$ cat src/rtl/ps2_key_event_queue_if.sv
// Bus between the scancode receiver / CPU side and the key event queue.
// The queue takes the slave modport; the driver of bytes and pops takes master.
interface ps2_key_event_queue_if #(
  parameter int FIFO_DEPTH = 16
);
  logic [7:0]                  scancode;
  logic                        scancode_ready;
  logic                        rd_pop;
  logic                        clear_overflow;
  logic                        rd_valid;
  logic [9:0]                  rd_data;
  logic [$clog2(FIFO_DEPTH):0] count;
  logic                        overflow;
  logic [5:0]                  modifiers;

  modport master (
    output scancode, scancode_ready, rd_pop, clear_overflow,
    input  rd_valid, rd_data, count, overflow, modifiers
  );

  modport slave (
    input  scancode, scancode_ready, rd_pop, clear_overflow,
    output rd_valid, rd_data, count, overflow, modifiers
  );
endinterface

$ cat src/rtl/ps2_key_event_queue.sv
// Folds PS/2 Set 2 prefix sequences into {ext, rel, code} events, tracks modifiers
// and queues events in a circular FIFO popped by the CPU.
module ps2_key_event_queue #(
  parameter int FIFO_DEPTH = 16,
  parameter int PAUSE_LEN  = 7
) (
  input  logic                 CLOCK_50,
  input  logic                 rst_n,
  ps2_key_event_queue_if.slave bus
);
  localparam int AW = $clog2(FIFO_DEPTH);
  localparam int CW = $clog2(PAUSE_LEN + 1);

  localparam logic [2:0] S_IDLE    = 3'd0;
  localparam logic [2:0] S_EXT     = 3'd1;
  localparam logic [2:0] S_REL     = 3'd2;
  localparam logic [2:0] S_EXT_REL = 3'd3;
  localparam logic [2:0] S_PAUSE   = 3'd4;

  logic [2:0]    state_q, state_d;
  logic [CW-1:0] cnt_q, cnt_d;
  logic [5:0]    mod_q, mod_d;
  logic          ovf_q, ovf_d;
  logic [AW-1:0] wr_ptr_q, rd_ptr_q;
  logic [AW:0]   count_q, count_d;
  logic [9:0]    mem_q [FIFO_DEPTH];

  logic [7:0] sc;
  logic       is_prefix, from_idle;
  logic       emit, ev_ext, ev_rel;
  logic       full, pop, wr_en, drop;

  assign sc        = bus.scancode;
  assign is_prefix = (sc == 8'hE0) || (sc == 8'hF0) || (sc == 8'hE1);
  // A prefix arriving while a release is pending starts a fresh sequence.
  assign from_idle = (state_q == S_IDLE) ||
                     (((state_q == S_REL) || (state_q == S_EXT_REL)) && is_prefix);

  always_comb begin
    state_d = state_q;
    cnt_d   = cnt_q;
    emit    = 1'b0;
    ev_ext  = 1'b0;
    ev_rel  = 1'b0;
    if (bus.scancode_ready) begin
      if (from_idle) begin
        case (sc)
          8'hE0: state_d = S_EXT;
          8'hF0: state_d = S_REL;
          8'hE1: begin
            state_d = S_PAUSE;
            cnt_d   = CW'(PAUSE_LEN);
          end
          8'hAA, 8'hFA, 8'hFE, 8'hEE, 8'h00, 8'hFF: state_d = S_IDLE;
          default: begin
            state_d = S_IDLE;
            emit    = 1'b1;
          end
        endcase
      end else begin
        case (state_q)
          S_EXT: begin
            if (sc == 8'hF0) state_d = S_EXT_REL;
            else if (sc != 8'hE0) begin
              emit    = 1'b1;
              ev_ext  = 1'b1;
              state_d = S_IDLE;
            end
          end
          S_REL, S_EXT_REL: begin
            emit    = 1'b1;
            ev_ext  = (state_q == S_EXT_REL);
            ev_rel  = 1'b1;
            state_d = S_IDLE;
          end
          S_PAUSE: begin
            cnt_d = cnt_q - 1'b1;
            if (cnt_q == CW'(1)) begin
              emit    = 1'b1;
              ev_ext  = 1'b1;
              state_d = S_IDLE;
            end
          end
          default: state_d = S_IDLE;
        endcase
      end
    end
  end

  // The pause event carries E1 as its code; every other event carries the byte.
  logic [7:0] ev_code;
  logic [9:0] ev_word;
  assign ev_code = (state_q == S_PAUSE) ? 8'hE1 : sc;
  assign ev_word = {ev_ext, ev_rel, ev_code};

  always_comb begin
    mod_d = mod_q;
    if (emit) begin
      case ({ev_ext, ev_code})
        9'h012:  mod_d[0] = ~ev_rel;
        9'h059:  mod_d[1] = ~ev_rel;
        9'h014:  mod_d[2] = ~ev_rel;
        9'h114:  mod_d[3] = ~ev_rel;
        9'h011:  mod_d[4] = ~ev_rel;
        9'h111:  mod_d[5] = ~ev_rel;
        default: mod_d    = mod_q;
      endcase
    end
  end

  assign full  = (count_q == (AW+1)'(FIFO_DEPTH));
  assign pop   = bus.rd_pop && (count_q != '0);
  assign wr_en = emit && (!full || pop);
  assign drop  = emit && full && !pop;

  always_comb begin
    count_d = count_q;
    if (wr_en && !pop)      count_d = count_q + 1'b1;
    else if (!wr_en && pop) count_d = count_q - 1'b1;
    ovf_d = ovf_q;
    if (bus.clear_overflow) ovf_d = 1'b0;
    if (drop)               ovf_d = 1'b1;
  end

  always_ff @(posedge CLOCK_50 or negedge rst_n) begin
    if (!rst_n) begin
      state_q  <= S_IDLE;
      cnt_q    <= '0;
      mod_q    <= '0;
      ovf_q    <= 1'b0;
      wr_ptr_q <= '0;
      rd_ptr_q <= '0;
      count_q  <= '0;
    end else begin
      state_q <= state_d;
      cnt_q   <= cnt_d;
      mod_q   <= mod_d;
      ovf_q   <= ovf_d;
      count_q <= count_d;
      if (wr_en) wr_ptr_q <= wr_ptr_q + 1'b1;
      if (pop)   rd_ptr_q <= rd_ptr_q + 1'b1;
    end
  end

  always_ff @(posedge CLOCK_50 or negedge rst_n) begin
    if (!rst_n) begin
      for (int i = 0; i < FIFO_DEPTH; i++) mem_q[i] <= '0;
    end else if (wr_en) begin
      mem_q[wr_ptr_q] <= ev_word;
    end
  end

  assign bus.rd_valid  = (count_q != '0);
  assign bus.rd_data   = mem_q[rd_ptr_q];
  assign bus.count     = count_q;
  assign bus.overflow  = ovf_q;
  assign bus.modifiers = mod_q;
endmodule

$ cat src/flat_wrapper.sv
// flat-port wrapper written by rule: the top's interface ports become plain ports
module ps2_key_event_queue_flat 
#(
  parameter int FIFO_DEPTH = 16,
  parameter int PAUSE_LEN  = 7
)
  (CLOCK_50, rst_n, bus_scancode, bus_scancode_ready, bus_rd_pop, bus_clear_overflow, bus_rd_valid, bus_rd_data, bus_count, bus_overflow, bus_modifiers);
  ps2_key_event_queue_if #(.FIFO_DEPTH(FIFO_DEPTH)) bus_i ();
  input  logic CLOCK_50;
  input  logic rst_n;
  input wire logic [$bits(bus_i.scancode)-1:0] bus_scancode;
  input wire logic [$bits(bus_i.scancode_ready)-1:0] bus_scancode_ready;
  input wire logic [$bits(bus_i.rd_pop)-1:0] bus_rd_pop;
  input wire logic [$bits(bus_i.clear_overflow)-1:0] bus_clear_overflow;
  output wire logic [$bits(bus_i.rd_valid)-1:0] bus_rd_valid;
  output wire logic [$bits(bus_i.rd_data)-1:0] bus_rd_data;
  output wire logic [$bits(bus_i.count)-1:0] bus_count;
  output wire logic [$bits(bus_i.overflow)-1:0] bus_overflow;
  output wire logic [$bits(bus_i.modifiers)-1:0] bus_modifiers;
  assign bus_i.scancode = bus_scancode;
  assign bus_i.scancode_ready = bus_scancode_ready;
  assign bus_i.rd_pop = bus_rd_pop;
  assign bus_i.clear_overflow = bus_clear_overflow;
  assign bus_rd_valid = bus_i.rd_valid;
  assign bus_rd_data = bus_i.rd_data;
  assign bus_count = bus_i.count;
  assign bus_overflow = bus_i.overflow;
  assign bus_modifiers = bus_i.modifiers;
  ps2_key_event_queue #(.FIFO_DEPTH(FIFO_DEPTH), .PAUSE_LEN(PAUSE_LEN)) u_core (.CLOCK_50(CLOCK_50), .rst_n(rst_n), .bus(bus_i));
endmodule
$ cat config.mk
export PLATFORM = sky130hd
export DESIGN_NAME = ps2_key_event_queue_flat
export DESIGN_NICKNAME = d
export VERILOG_FILES = /design/src/rtl/ps2_key_event_queue_if.sv /design/src/rtl/ps2_key_event_queue.sv /design/src/flat_wrapper.sv
export SDC_FILE = /design/constraint.sdc
export NUM_CORES = 1
export LEC_CHECK = 0
export CORE_AREA = 3 3 135 137
export CTS_BUF_LIST = sky130_fd_sc_hd__clkbuf_16
export DETAILED_ROUTE_END_ITERATION = 8
export DIE_AREA = 0 0 138 140
export PLACE_DENSITY = 0.75
export SKIP_LAST_GASP = 1
export SLEW_MARGIN = 15
export SYNTH_ARGS = -nofsm -noshare
export SYNTH_HDL_FRONTEND = slang
export SYNTH_SLANG_ARGS = --single-unit
$ cat constraint.sdc
create_clock -name CLOCK_50 -period 2.7 [get_ports CLOCK_50]
set_input_delay 0.27 -clock CLOCK_50 [delete_from_list [all_inputs] [get_ports CLOCK_50]]
set_output_delay 0.27 -clock CLOCK_50 [all_outputs]
set_load 0.005 [all_outputs]
== Yosys cells after proc, flatten, opt, wreduce, memory -nomap -nowiden ==
Cells that the tools add are included.
Storage, ports and cells
  output and inout port bits: 23
  bits of input ports: 13
  memory bits (writable): 0
  memories kept: 0
  word-level logic and storage cells: 128
  memory bits (read-only): 0
  bits in latches: 0
  register bits: 186
Cells by class
  $mul: 0
  div/mod/pow operators: 0
  reductions and logical operators: 32
  $add $sub $neg: 5
  muxes and demuxes: 33
  bitwise gates (word level): 3
  eq/ne operators: 24
  shift operators: 0
  $lt $le $gt $ge: 3
Operators with widths (count)
  $bwmux 160: 1
  $eq 8x8->1 const B: 8
  $bmux 10 s4: 1
  $demux 10 s4: 1
  $mux 10: 3
  $eq 9x5->1 const B: 3
  $mux 3: 7
  $eq 9x9->1 const B: 2
  $mux 1: 13
  $reduce_and 2->1: 6
  $ge 5x5->1 const B: 2
  $mux 5: 2
  $not 4->5: 2
  $eq 9x7->1 const B: 1
  $pmux 3 s3: 1
  $reduce_or 9->1: 1
  $add 4x1->4 const B: 2
  $logic_and 1x1->1: 8
  $logic_not 8->1: 1
  $mux 8: 1
  $ne 8x8->1 const B: 1
  $eq 3x1->1 const B: 2
  $eq 3x2->1 const B: 2
  $pmux 1 s3: 2
  18 further kinds: 27

== Longest topological paths before layout ==
  depth after elaboration: 12
  depth in mapped cells: 16
  depth with buffers taken out: 16

== Worst setup path after synthesis ==
No wires, ideal clock.
  kind: input to register
  start: input bus_scancode[4]
  end: register u_core.count_q[4], in the netlist u_core.bus.count[4]
  arrival: 2.951 ns
  stages on the path: 15
  path buffers: 2
  setup time: 0.125 ns
  setup slack: -0.377 ns
  data required time: 2.575 ns
  path through: clkbuf_1 > nor4_1 > and3_1 > o41a_2 > buf_6 > or2_2 > inv_1 > ha_1 > inv_1 > ha_1 > a21o_1 > a21oi_1 > xnor2_1 > nor2_1 > xor2_1
On the way
  cells in the longest elaborated chain, start to end: 11
  elaborated cells between the ends (all ways): 27
  those cells by class: eq/ne: 9; mux: 7; reduce/logical: 11
RTL lines
  from (decl): line flat_wrapper.sv:11  | input wire logic [$bits(bus_i.scancode)-1:0] bus_scancode;
  branches (longest 5 deep; another with $ne 8x8->1)
  $mux 1 *: line ps2_key_event_queue.sv:46  | if (from_idle) begin
  $mux 1 *: line ps2_key_event_queue.sv:45  | if (bus.scancode_ready) begin
  $logic_and 1x1->1 *: line ps2_key_event_queue.sv:113  | assign wr_en = emit && (!full || pop);
  via u_core.wr_en: line ps2_key_event_queue.sv:31  | logic full, pop, wr_en, drop;
  $logic_not 1->1: line ps2_key_event_queue.sv:119  | else if (!wr_en && pop) count_d = count_q - 1'b1;
  $logic_and 1x1->1: line ps2_key_event_queue.sv:119
  $reduce_bool 2->1 (no source line)
  to (signal assigned): line ps2_key_event_queue.sv:139  | count_q <= count_d;
  to (decl): line ps2_key_event_queue.sv:25  | logic [AW:0] count_q, count_d;
Mark *: on every way through the listed nets, which the timed path passes.
A chain may end at the register's enable or synchronous reset.

== Final worst setup path ==
  start: register u_core.count_q[3], in the netlist u_core.bus.count[3]
  end: register u_core.count_q[4], in the netlist u_core.bus.count[4]
On the way
  cells in the longest elaborated chain, start to end: 7
  elaborated cells between the ends (all ways): 15
  those cells by class: add/sub: 2; eq/ne: 1; mux: 2; reduce/logical: 10
RTL lines (line)
  $eq 5x5->1 or $reduce_bool 5->1 (tied branches): ps2_key_event_queue.sv:111, ps2_key_event_queue.sv:112
  $logic_not 1->1 or $logic_and 1x1->1 (tied branches): ps2_key_event_queue.sv:113, ps2_key_event_queue.sv:112
  $logic_or 1x1->1 *: ps2_key_event_queue.sv:113
  $logic_and 1x1->1 *: ps2_key_event_queue.sv:113
  via u_core.wr_en: ps2_key_event_queue.sv:31
  $logic_not 1->1: ps2_key_event_queue.sv:119
  $logic_and 1x1->1: ps2_key_event_queue.sv:119
  $reduce_bool 2->1 (no source line)
The timed path passes the listed nets; every way through them passes the cells marked *. The select of a mux whose other input is x is not followed.

==> metrics.txt <==
Synth-to-Final Area Change 20.4%; mapped cell area 9440 sq um; Tot GR Track Use 24.0%; Slew headroom 48.9%; Slew Limit Fails 0; outcome finished, violations left; Final Util 66.1%; Die Footprint 19300 sq um; first-pass GRT wire length 36.1 mm; P per Cell Area about 1100 nW/um^2; TNS Setup -0.0959 ns; initial antenna violation count 0; Mapped Avg Cell Area 14.9 sq um; final worst-path cycle share 104%; RSZ-0062 raised after global routing yes; Hold Worst Slack 0.345 ns; post-synthesis register bit count 186; post-DP HPWL 14.5 mm; most frequent cells in the layout dfrtp_1, mux2_2, mux2_4; Main synth FF type dfrtp_1; total CTS buffers 17; Yosys cell types 54; Fill cells 1215; Max Buffers Root-to-Sink 2; final cell count without fillers 970; gp weighted congestion 0.916; Worst Tran Pin Value 0.763 ns; P_leak 4.99 nW; Peak supply drop 626 uV; chip width 138 um; # placed instances 919; Final Setup Violations 1; vias in the first global route 6252; CP max stage delay 0.55 ns; EDFF count, synth 0; ys async rst share 100%; share of post-route cells with drive strength above 1 51.8%; hold crit path type in2async; slowest stage cell, crit path or4_4; drt pass-1 iters 4; clk slew on worst S/H paths 0.07 ns; Top-Level Pins 36; skew final 0.0160 ns; sequential area share after synthesis ~49%; Port Buffers 35; die span in y 140 um; largest net degree at the start of global routing 69; initial core utilization 54.9%; via density per instance 5.91; post-synthesis instance total around 630; area occupied by multi-input gates 4620 sq um; CP cell instances or4_4 > or3b_4 > nand3_2 > or2_4 > inv_2 > ha_4 > fa_2 > inv_1 > a21o_1 > a21oi_2 > xnor2_1 > nor2_1 > xor2_1; clock sink count 186; Remaining DRCs 0; commonest non-fill, non-tap cell in the layout dfrtp_1; final total power 0.0122 W; post-detailed-route wirelength per cell ~23 um; H-tree levels 4; final hold vios 0; flip-flop and latch area about 4700 sq um; Row Count 48; clock latency at the later pin of the worst-skew pair approximately 0.43 ns; Routed WL 22.2 mm; crit path kind reg2reg; CP max FO 3; crit end category flop; Root Buffer clkbuf_16; TritonCTS clock tree built; Max-Cap Viols 0; global route overflow 0; fin worst setup slack -0.0959 ns; 1st-iter DRT viols 419; Inserted Diodes 0; yosys warns 0; Arr. time, crit path roughly 3.1 ns; violated checks negative setup slack; antenna viol nets, final 0; via count 5737; Critical Path RT 3.01 ns; syn nets 660; Core Area 17200 sq um; Worst Setup Start Kind flop; Final Net Count 758; Final min period about 2.8 ns; Fmax about 0.36 GHz
layer usage:
metal / GRT usage, % / wire length (um) / vias to the layer above
met5: 0 / 0 / -
met4: 6.40 / 320 / 0
met3: 4.20 / 875 / 25
met2: 40.9 / 11400 / 117
met1: 32.3 / 9600 / 3059
li1: - / - / 2536
cells by family after synthesis:
kind of cell	Yosys count	synth area share, %
adder cells (fa/ha/maj)	13	1.80
XOR/XNOR	11	1.02
buffers and inverters	61	2.97
multiplexers	216	34.5
flip-flops	186	49.3
AO/OA/AOI/OAI	32	2.31
AND/OR/NAND/NOR	115	8.06
Yosys cell counts, types with 3 or more instances:
cell | number | area, sq um
nor3b_1 | 5 | 37.5
dfrtp_1 | 186 | 4650
nor2_1 | 10 | 37.5
and2_1 | 6 | 37.5
nor2b_1 | 7 | 43.8
xor2_1 | 4 | 35.0
or2_2 | 5 | 31.3
nand3_1 | 9 | 45.0
nor3_1 | 5 | 25.0
nor2_8 | 7 | 140
buf_1 | 6 | 22.5
buf_4 | 3 | 22.5
nand4_1 | 19 | 119
clkbuf_1 | 29 | 109
nor2_2 | 6 | 37.5
mux2_2 | 96 | 1080
nand2_1 | 21 | 78.8
a31oi_1 | 4 | 25.0
mux2_4 | 70 | 1050
mux4_2 | 50 | 1130
nor4_1 | 3 | 18.8
inv_1 | 16 | 60.1
xnor2_1 | 7 | 61.3
o21ai_0 | 7 | 35.0
a21oi_1 | 7 | 35.0
ha_1 | 12 | 150
layout make-up:
cell class	instances	share of cell area [%]
repair buffers	123	10.2
clock buffers	17	3.75
multi-input cells	387	40.6
clock inverters	15	1.31
inverters	17	0.584
well taps	225	2.48
flip-flops and latches	186	41.0
timing repair:
item / CTS / global route
hold endpoints to repair: 42 / 0
pin swaps: 2 / 3
setup buffers: 14 / 7
endpoints found under the setup margin: 32 / 49
hold buffers: 1 / 0
cloned: 3 / 0
resized for setup: 47 / 18
per-stage QoR:
stage	instance area (sq um)	worst slack [ns]
final	11400	-0.0959
after global routing	11400	-0.199
after CTS	11400	-0.108
after detailed placement	10600	-0.486
after global placement	10600	-0.412
after floorplan	9490	-0.120
report_power, final:
group	leakage [nW]	total, W	internal, W	switching [W]
registers	2.35	0.00460	0.00386	0.000737
logic	2.36	0.00513	0.00318	0.00194
clock network	0.279	0.00245	0.00137	0.00109
flip-flops by register name, summed over array words and instances, names as in the netlist:
| name | cells |
|---|---|
| u_core.cnt_q | 3 |
| u_core.mem_q | 160 |
| u_core.wr_ptr_q | 4 |
| u_core.state_q | 3 |
| u_core.bus.count | 5 |
| u_core.bus.overflow | 1 |
| u_core.rd_ptr_q | 4 |
| u_core.bus.modifiers | 6 |
path summary, 6_finish.rpt:
path                       slack [ns]  cells after the start           startpoint                  end
max                              -0.1                     13  u_core.bus.count[3]  u_core.bus.count[4]
min                              0.35                      2                rst_n    u_core.mem_q[110]
max reg2reg                      -0.1                     13  u_core.bus.count[3]  u_core.bus.count[4]
min reg2reg                      0.51                      1    u_core.mem_q[100]    u_core.mem_q[100]
max in group asynchronous        1.59                      3                rst_n     u_core.mem_q[74]
min in group CLOCK_50            0.44                      2   bus_clear_overflow  u_core.bus.overflow
critical path: cells and delay by family (launching register included):
kind	cells	cell delay (ns)
AOI/OAI and AO/OA	2	0.17
xor gates and xnor gates	2	0.28
adders and majority gates	2	0.50
buffers and inverters	2	0.10
DFF	1	0.39
and+or+nand+nor	5	1.25
(Power assumes the default switching activity.)
